[config.mk]
export PLATFORM = sky130hd
export DESIGN_NAME = ifetch_unit
export DESIGN_NICKNAME = d
export VERILOG_FILES = /design/src/rtl/ifetch_unit.sv
export SDC_FILE = /design/constraint.sdc
export NUM_CORES = 1
export LEC_CHECK = 0
export CORE_MARGIN = 2
export CORE_UTILIZATION = 49
export CTS_CLUSTER_DIAMETER = 120
export DETAILED_ROUTE_END_ITERATION = 10
export PLACE_DENSITY_LB_ADDON = 0.05
export SETUP_SLACK_MARGIN = 0.02
export SYNTH_ARGS = -nofsm -noshare
export SYNTH_HDL_FRONTEND = slang
export SYNTH_SLANG_ARGS = --single-unit
[constraint.sdc]
create_clock -name clk -period 5.8 [get_ports clk]
set_clock_uncertainty 0.15 [all_clocks]
set_input_delay 1.45 -clock clk [delete_from_list [all_inputs] [get_ports clk]]
set_output_delay 1.45 -clock clk [all_outputs]
set_load 0.005 [all_outputs]
[src/rtl/ifetch_unit.sv]
// Multicycle instruction fetch: owns the PC and assembles a 32-bit little-endian
// instruction from 32/WIDTH memory beats, handing it to decode over valid/ready.
module ifetch_unit #(
  parameter int unsigned      WIDTH    = 8,
  parameter int unsigned      ADRW     = 8,
  parameter logic [ADRW-1:0]  RESET_PC = '0
) (
  input  logic              clk,
  input  logic              reset,
  output logic              mem_req,
  output logic [ADRW-1:0]   mem_adr,
  input  logic              mem_ack,
  input  logic [WIDTH-1:0]  mem_rdata,
  output logic [31:0]       instr,
  output logic [ADRW-1:0]   instr_pc,
  output logic              instr_valid,
  input  logic              instr_ready,
  input  logic              redirect,
  input  logic [ADRW-1:0]   redirect_pc,
  output logic [ADRW-1:0]   pc
);

  localparam int unsigned     BEATS = 32 / WIDTH;
  localparam int unsigned     STEP  = WIDTH / 8;
  localparam int unsigned     CW    = (BEATS > 1) ? $clog2(BEATS) : 1;
  localparam logic [ADRW-1:0] INCR  = ADRW'(STEP);
  localparam logic [ADRW-1:0] ALIGN = ~ADRW'(STEP - 1);

  typedef enum logic [1:0] {
    IDLE  = 2'd0,
    FETCH = 2'd1,
    HOLD  = 2'd2
  } state_e;

  state_e            state_q, state_d;
  logic [ADRW-1:0]   pc_q, pc_d;
  logic [CW-1:0]     beat_q, beat_d;
  logic [31:0]       instr_q, instr_d;
  logic [ADRW-1:0]   ipc_q, ipc_d;
  logic              beat_done;
  logic              last_beat;

  assign beat_done = (state_q == FETCH) && mem_ack;
  assign last_beat = (beat_q == CW'(BEATS - 1));

  // State register
  always_ff @(posedge clk or posedge reset) begin
    if (reset) begin
      state_q <= IDLE;
    end else begin
      state_q <= state_d;
    end
  end

  // Next-state logic; redirect overrides every other event
  always_comb begin
    state_d = state_q;
    if (redirect) begin
      state_d = FETCH;
    end else begin
      case (state_q)
        IDLE:    state_d = FETCH;
        FETCH:   if (mem_ack && last_beat) state_d = HOLD;
        HOLD:    if (instr_ready) state_d = FETCH;
        default: state_d = IDLE;
      endcase
    end
  end

  // Outputs are decoded from state only, so no input reaches them combinationally
  always_comb begin
    mem_req     = (state_q == FETCH);
    instr_valid = (state_q == HOLD);
  end

  assign mem_adr  = pc_q;
  assign pc       = pc_q;
  assign instr    = instr_q;
  assign instr_pc = ipc_q;

  // Datapath registers
  always_ff @(posedge clk or posedge reset) begin
    if (reset) begin
      pc_q    <= RESET_PC;
      beat_q  <= '0;
      instr_q <= '0;
      ipc_q   <= RESET_PC;
    end else begin
      pc_q    <= pc_d;
      beat_q  <= beat_d;
      instr_q <= instr_d;
      ipc_q   <= ipc_d;
    end
  end

  // A redirect discards any concurrent ack: no byte lane write, no pc step
  always_comb begin
    pc_d    = pc_q;
    beat_d  = beat_q;
    instr_d = instr_q;
    ipc_d   = ipc_q;
    if (redirect) begin
      pc_d   = redirect_pc & ALIGN;
      beat_d = '0;
    end else if (beat_done) begin
      for (int unsigned k = 0; k < BEATS; k++) begin
        if (beat_q == CW'(k)) begin
          instr_d[k*WIDTH +: WIDTH] = mem_rdata;
        end
      end
      pc_d = pc_q + INCR;
      if (beat_q == '0) begin
        ipc_d = pc_q;
      end
      beat_d = last_beat ? '0 : beat_q + CW'(1);
    end
  end

endmodule

==> results of run 1 <==
final timing paths:
check / from / end / slack, ns / cells past startpoint
max reg2reg: state_q[1]$_DFFE_PP0P_ / mem_adr[5]$_DFFE_PP0P_ / 3.94 / 3
max: redirect / instr[4]$_DFFE_PP0P_ / 2.45 / 4
min reg2reg: instr[13]$_DFFE_PP0P_ / instr[13]$_DFFE_PP0P_ / 0.36 / 1
max in group asynchronous: reset / instr[3]$_DFFE_PP0P_ / 3.25 / 2
min in group asynchronous: reset / instr_pc[0]$_DFFE_PP0P_ / 1.57 / 2
min: instr[13]$_DFFE_PP0P_ / instr[13]$_DFFE_PP0P_ / 0.36 / 1
metal layers:
| metal | track usage (%) | vias up | part of all wire, % |
|---|---|---|---|
| met5 | 0 | - | 0 |
| met4 | 4.527 | 0 | 0.75 |
| met3 | 5.663 | 5 | 6.3 |
| met2 | 35.05 | 55 | 52 |
| met1 | 24.63 | 807 | 41 |
| li1 | - | 737 | - |
per-stage QoR:
| stage | setup WS [ns] | instances | hold slack (ns) | power [mW] | utilization, % |
|---|---|---|---|---|---|
| 2_1_floorplan | 2.942 | 171 | 0.3541 | 0.6272 | - |
| 3_3_place_gp | 2.226 | 290 | 0.3385 | 0.8253 | 66.16 |
| 5_1_grt | 2.383 | 298 | 0.3843 | 1.127 | 68.49 |
| 6_report | 2.455 | 298 | 0.3585 | 1.070 | 68.49 |
| 3_5_place_dp | 2.160 | 290 | 0.3415 | 0.8378 | 66.16 |
| 4_1_cts | 2.471 | 298 | 0.3626 | 1.081 | 68.49 |
placed cells by master, fill, tap and decap left out, drive strengths merged, types with 3 or more instances in the layout:
cell type / netlist / layout
clkdlybuf4s50: 0 / 78
dfrtp: 52 / 52
mux2: 40 / 40
nand2: 14 / 14
nand3: 8 / 8
clkbuf: 2 / 6
or4: 5 / 5
o21ai: 5 / 5
ha: 5 / 5
inv: 5 / 5
nor2: 3 / 3
o211ai: 3 / 3
flip-flops by register name, indices dropped and copies added (netlist names):
register  count
instr_pc      8
instr        32
state_q       2
mem_adr       8
beat_q        2
cell families after synthesis:
logic type,after synthesis,share of synthesized area [%]
flip-flops,52,56.19
multiplexers,42,21.93
AND/OR/NAND/NOR,39,9.672
buffers and inverters,18,5.187
AO/OA/AOI/OAI,13,3.566
adder cells (fa/ha/maj),5,2.701
XOR/XNOR,2,0.7565
report_power, final:
group / total, mW / internal (mW) / switching (mW)
Combinational: 0.328 / 0.233 / 0.0943
Sequential: 0.500 / 0.445 / 0.0557
Clock: 0.242 / 0.128 / 0.114
Total: 1.07 / 0.806 / 0.264
cell type report:
cell class	count	area share [%]
flip-flops and latches	52	41.04
repair buffers	78	24.63
clock inverters	2	1.105
well taps	54	2.131
multi-input cells	101	28.22
clock buffers	6	2.289
inverters	5	0.5919
==> out/metrics.yaml, run 1 <==
yosys:
  async_flop_share_pct: 100.0
  synth_top_cells_by_count: "52 x dfrtp_1, 30 x mux2_2, 10 x mux2_4, 10 x nand2_1"
  yosysTopAreaCell: "dfrtp_1"
  yosysMostFrequentCell: "dfrtp_1"
  yosys.cell_types.count: 31
  synth.area.top_cells: "dfrtp_1 56%, mux2_2 15%, mux2_4 6.5%"
  ys_seq_elements: 52
  yosys_warnings: 0
  synth_top_area_share_pct: 56.19
  synth_edf_count: 0
  syn_area_um2: 2316
  syn_nets: 197
  postSynthCellCount: 171
  synth_seq_area_share_pct: 56.19
  synth_ff_type: "dfrtp_1"
  syn-mean-instance-area_um2: 13.54
die:
  die_y_um: 72.75
  core-area_um2: 4629
  start_util_pct: 50.03
  die_x_um: 72.75
  ios: 79
  row_count: 25
  die-area_um2: 5293
timing:
  tns_ns: 0
  max_freq_ghz: 0.2989
  worst_pin_slew_ns: 1.072
  rsz0062_at_grt: "false"
  fin_crit_ns: 3.345
  maxSlewViolCount: 0
  period_share_pct: 57.68
  slew_headroom_pct: 28.41
  finalSetupViolations: 0
  final_hold_viol_count: 0
cells_and_area:
  fin_nets: 269
  seqCellArea_um2: 1301
  diodes: 0
  multiInputGateArea_um2: 894.6
  nFillCells: 360
  post-route-cell-area_um2: 3171
  syn2layout_area_growth_pct: 36.90
  drive_gt1_share_pct: 21.72
placement:
  place.gp.congestion: 0.7823
  portBuffers: 78
  place_area_um2: 3063
  dpl.hpwl_um: 3507
cts:
  insertion_delay_ns: 0.30
  cts-htree-levels: 2
  cts_tree: "built"
  cts.sinks: 52
  cts_buffers: 5
  clock-root-buffer: "clkbuf_8"
  clk_pin_slew_ns: 0.08
  cts_setup_buffers: 0
  cts_hold_buf: 0
  clock_path_buffers: 2
  cts_resized: 0
setup_path:
  crit_family: "simple AND/OR/NAND/NOR gates"
  cpMaxStageDelayCell: "clkdlybuf4s50_1"
  cp_data_required_time_ns: 5.83
  end_kind: "register"
  critPathLaunchType: "primary input"
  path_cells: "clkdlybuf4s50_1, and4bb_1, nand2_4, mux2_4"
  crit_path_max_incr_delay_ns: 0.74
  critical_path_buf_inv_count: 1
  crit_type: "primary input to register"
  worst-endpoint-arrival_ns: 3.38
  cp_max_fo: 20
global_routing:
  overflow: 0
  grt_pass1_vias: 1640
  antenna_found_initial: 0
  track_usage_pct: 20.02
  grt_pass1_wl_um: 8045
  grt_max_degree: 53
power_and_ir_drop:
  power_density_nw_per_um2: 337.5
  peakVddDrop_mv: 0.1817
  leakagePower_nw: 1.402
drt:
  drcViolationCount: 0
  first_pass_iters: 4
  drtIter0Drc: 126
  avgRoutedWirePerCell_um: 16.95
  wirelength_um: 5050
  postRouteAntennaNets: 0
  via_per_inst: 5.383
  vias: 1604
status:
  status: "finished, final reports clean"
hold_path:
  hp-class: "register to register"
run:
  cap_violations: 0
Power figures use the tool's default switching activity.
==> run 2: changes to the inputs <==
--- a/config.mk
+++ b/config.mk
@@ -6,7 +6,7 @@
 export NUM_CORES = 1
 export LEC_CHECK = 0
 export CORE_MARGIN = 2
-export CORE_UTILIZATION = 49
+export CORE_UTILIZATION = 45
 export CTS_CLUSTER_DIAMETER = 120
 export DETAILED_ROUTE_END_ITERATION = 10
 export PLACE_DENSITY_LB_ADDON = 0.05
==> constraint.sdc (replaced) <==
create_clock -name clk -period 3.3 [get_ports clk]
set_clock_uncertainty 0.15 [all_clocks]
set_input_delay 0.825 -clock clk [delete_from_list [all_inputs] [get_ports clk]]
set_output_delay 0.825 -clock clk [all_outputs]
set_load 0.005 [all_outputs]
==> run 2 against run 1 <==
Net effect:
- register-to-register slack worse by 2.5 ns
- largest cell class unchanged
- routed wire length is 3.4% lower
- worst setup slack worse by 1.6 ns
- final cell count grew 5.7%
- combinational power is 76% higher
- sequential power grew 75%
- clock-buffer cell count increased by 1
- highest routed layer unchanged
- hold slack gained 0.0015 ns
- clock power grew 57%
==> out/metrics.yaml, run 2 (synthesis results as in run 1) <==
status:
  status: "finished, final reports clean"
cts:
  cts_buffers: 5
  cts_tree: "built"
  clock-root-buffer: "clkbuf_8"
  cts.sinks: 52
  insertion_delay_ns: 0.30
  clk_pin_slew_ns: 0.09
  cts_hold_buf: 0
  cts-htree-levels: 2
  clock_path_buffers: 2
  cts_resized: 0
  cts_setup_buffers: 0
hold_path:
  hp-class: "register to register"
  min_from: "instr_pc[7]$_DFFE_PP0P_"
setup_path:
  cp_data_required_time_ns: 2.32
  rrSetupSlack_ns: 1.49
  critPathLaunchType: "register"
  cp-startpoint: "state_q[0]$_DFFE_PP0P_"
  end_kind: "output port"
  cp_max_fo: 8
  worst-endpoint-arrival_ns: 1.42
  r2r_end: "mem_adr[5]$_DFFE_PP0P_"
  reg2reg_from: "state_q[0]$_DFFE_PP0P_"
  crit_type: "register to output port"
  rr_worst_depth: 3
  crit_path_end: "mem_req"
power_and_ir_drop:
  leakagePower_nw: 1.407
  power_density_nw_per_um2: 573.5
  p_int_mw: 1.380
  peakVddDrop_mv: 0.3041
  pwr-share-clk_pct: 20.7
  comb_power_share_pct: 31.5
  power_switching_mw: 0.4513
  seqPwrFrac_pct: 47.9
  sw_frac_of_total_pct: 24.64
cells_and_area:
  diodes: 0
  largest_reg_flops: 32
  layout_commonest_cell: "clkdlybuf4s50_1"
  drive_gt1_share_pct: 22.45
  syn2layout_area_growth_pct: 37.93
  final_cell_mix: "78 x clkdlybuf4s50_1, 52 x dfrtp_1, 30 x mux2_2"
  fin_nets: 271
drt:
  met2_length_um: 2464
  postRouteAntennaNets: 0
  vias: 1564
  via_per_inst: 4.965
  drtIter0Drc: 85
  maxUsedRoutingLayer: "met4"
  first_pass_iters: 4
  wl_met3_um: 255
  drcViolationCount: 0
  wl_met1_um: 2112
  avgRoutedWirePerCell_um: 15.49
  wirelength_um: 4878
placement:
  portBuffers: 78
  place.gp.congestion: 0.7483
  dpl.hpwl_um: 3565
timing:
  holdWs_ns: 0.3600
  worst_pin_slew_ns: 0.6462
  final_hold_viol_count: 0
  max_freq_ghz: 0.4173
  period_share_pct: 72.62
  tns_ns: 0
  finalSetupViolations: 0
  rsz0062_at_grt: "false"
  maxSlewViolCount: 0
  slew_headroom_pct: 56.92
  fin_crit_ns: 2.396
die:
  die_y_um: 75.74
  ios: 79
  die_x_um: 75.74
  row_count: 26
  core-area_um2: 5042
  die-area_um2: 5737
  start_util_pct: 45.93
run:
  cap_violations: 0
global_routing:
  track_usage_pct: 18.20
  antenna_found_initial: 0
  grt_pass1_vias: 1505
  grt_pass1_wl_um: 7596
  grt_max_degree: 53
  overflow: 0
-- run 2: changes by cell type in the layout (fill, tap and decap cells not counted), sizes merged --
cell | before | now
clkinv | 1 | 0
bufinv | 1 | 0
buf | 0 | 2
clkbuf | 6 | 7
-- run 2: layout make-up --
cell class,instances,area (um^2)
fillers,403,1848
multi-input cells,101,894.6
clock buffers,7,96.34
flip-flops and latches,52,1301
well taps,70,87.58
repair buffers,80,795.8
inverters,5,18.77
-- run 2: power by group through the flow --
stage	registers [mW]	clock network [mW]	logic, mW
2_1_floorplan	0.887	0	0.216
3_3_place_gp	0.881	0	0.572
3_5_place_dp	0.890	0	0.586
4_1_cts	0.879	0.393	0.588
5_1_grt	0.897	0.423	0.629
6_report	0.877	0.379	0.576
-- run 2: metal layers --
metal	up-vias	global-route usage (%)
li1	737	-
met1	770	23.21
met2	51	30.65
met3	6	5.026
met4	0	4.678
met5	-	0
-- run 2: critical path, cell delays in order, from the launching register on --
cell,delay (ns)
dfrtp_1,0.46
nor2b_1,0.15
clkdlybuf4s50_1,0.51
-- run 2: through the flow --
stage | utilization (%) | worst slack, ns | cell area [um^2] | instances | power [mW]
global placement | 61.44 | 0.6510 | 3098 | 308 | 1.453
global route | 63.35 | 0.8128 | 3194 | 315 | 1.949
CTS | 63.35 | 0.8897 | 3194 | 315 | 1.860
detailed placement | 61.44 | 0.6385 | 3098 | 308 | 1.476
finish | 63.35 | 0.9035 | 3194 | 315 | 1.832
floorplan | - | 1.067 | 2316 | 171 | 1.102
-- run 2: how the worst min path moves through the flow --
stage,end,cells past startpoint
global placement,instr[31]$_DFFE_PP0P_,1
detailed placement,instr_pc[7]$_DFFE_PP0P_,1
CTS,instr_pc[7]$_DFFE_PP0P_,1
finish,instr_pc[7]$_DFFE_PP0P_,1
floorplan,instr[0]$_DFFE_PP0P_,1
global route,instr_pc[6]$_DFFE_PP0P_,1
==> run 3: changes to the inputs <==
==> constraint.sdc (replaced) <==
create_clock -name clk -period 2.3 [get_ports clk]
set_clock_uncertainty 0.15 [all_clocks]
set_input_delay 0.575 -clock clk [delete_from_list [all_inputs] [get_ports clk]]
set_output_delay 0.575 -clock clk [all_outputs]
set_load 0.005 [all_outputs]
==> run 3 against run 2 <==
Net effect:
- worst setup slack lost 0.76 ns
- hold slack lost 0.0014 ns
- core utilization grew 0.57 points
- combinational power grew 46%
- critical endpoint unchanged
==> out/metrics.yaml, run 3 (synthesis results as in run 1) <==
die:
  core-area_um2: 5042
  start_util_pct: 45.93
  ios: 79
  die_y_um: 75.74
  die-area_um2: 5737
  row_count: 26
  die_x_um: 75.74
global_routing:
  grt_pass1_wl_um: 8066
  antenna_found_initial: 0
  track_usage_pct: 19.06
  overflow: 0
  grt_max_degree: 37
  grt_pass1_vias: 1661
timing:
  slew_headroom_pct: 74.49
  finalSetupViolations: 0
  tns_ns: 0
  max_freq_ghz: 0.4633
  holdWs_ns: 0.3586
  fin_ws_ns: 0.1414
  period_share_pct: 93.85
  worst_pin_slew_ns: 0.3821
  final_hold_viol_count: 0
  fin_crit_ns: 2.159
  rsz0062_at_grt: "false"
  maxSlewViolCount: 0
placement:
  portBuffers: 78
  place_area_um2: 3133
  place.gp.congestion: 0.7692
  dpl.hpwl_um: 3755
  place_ws_ns: -0.05151
cells_and_area:
  fin_nets: 274
  layout_commonest_cell: "clkdlybuf4s50_1"
  fin_util_pct: 63.92
  post-route-cell-area_um2: 3223
  diodes: 0
  syn2layout_area_growth_pct: 39.17
  final_cell_mix: "78 x clkdlybuf4s50_1, 52 x dfrtp_1, 30 x mux2_2"
  largest_reg_flops: 32
  drive_gt1_share_pct: 22.89
  seqCellArea_um2: 1301
  multiInputGateArea_um2: 894.6
  nFillCells: 397
cts:
  cts_tree: "built"
  insertion_delay_ns: 0.29
  cts-htree-levels: 2
  clk_pin_slew_ns: 0.09
  cts_setup_buffers: 0
  clock_path_buffers: 2
  cts_buffers: 5
  cts.sinks: 52
  cts_hold_buf: 0
  clock-root-buffer: "clkbuf_8"
  cts_resized: 0
setup_path:
  worst-endpoint-arrival_ns: 1.43
  cp_max_fo: 8
  cp_data_required_time_ns: 1.57
  crit_type: "register to output port"
  end_kind: "output port"
  critPathLaunchType: "register"
status:
  status: "finished, final reports clean"
drt:
  vias: 1619
  postRouteAntennaNets: 0
  wirelength_um: 5178
  drtIter0Drc: 66
  drcViolationCount: 0
  avgRoutedWirePerCell_um: 16.23
  first_pass_iters: 4
  via_per_inst: 5.075
power_and_ir_drop:
  leakagePower_nw: 1.421
  peakVddDrop_mv: 0.4594
  power_density_nw_per_um2: 815.3
hold_path:
  hp-class: "register to register"
run:
  cap_violations: 0
## run 3: through the flow
stage               instances  power (mW)
floorplan                 171       1.582
global placement          311       2.091
detailed placement        311       2.133
CTS                       319       2.659
global route              319       2.778
finish                    319       2.628
## run 3: path summary, 6_finish.rpt
check	startpoint	to	slack (ns)	depth (start not counted)
setup reg to reg	state_q[0]$_DFFE_PP0P_	instr[3]$_DFFE_PP0P_	0.53	3
hold reg to reg	instr[31]$_DFFE_PP0P_	instr[31]$_DFFE_PP0P_	0.36	1
hold / removal	instr[31]$_DFFE_PP0P_	instr[31]$_DFFE_PP0P_	0.36	1
max in group asynchronous	reset	instr[31]$_DFFE_PP0P_	1.06	3
min in group asynchronous	reset	instr_pc[4]$_DFFE_PP0P_	0.43	2
setup / recovery	state_q[0]$_DFFE_PP0P_	mem_req	0.14	2
## run 3: power breakdown
part	switching, mW	leakage, nW	internal, mW	total (mW)
Combinational	0.243	0.735	0.597	0.841
Clock	0.279	0.0455	0.246	0.525
Sequential	0.141	0.641	1.12	1.26
## run 3: worst max-delay path, cell delays in order, from the launching register on
cell             delay, ns
dfrtp_1               0.47
nor2b_1               0.16
clkdlybuf4s50_1       0.51
## run 3: layout make-up
type,count,area share [%]
clock buffer,8,2.795
inverter,5,0.5823
tap,70,2.717
multi-input combinational,101,27.76
timing repair buffer,83,25.78
sequential,52,40.37
## run 3: routing by layer
layer,part of all wire [%],track usage (%)
met3,4.2,5.291
met1,41,23.04
met5,0,0
met4,0.56,5.263
met2,54,33.33
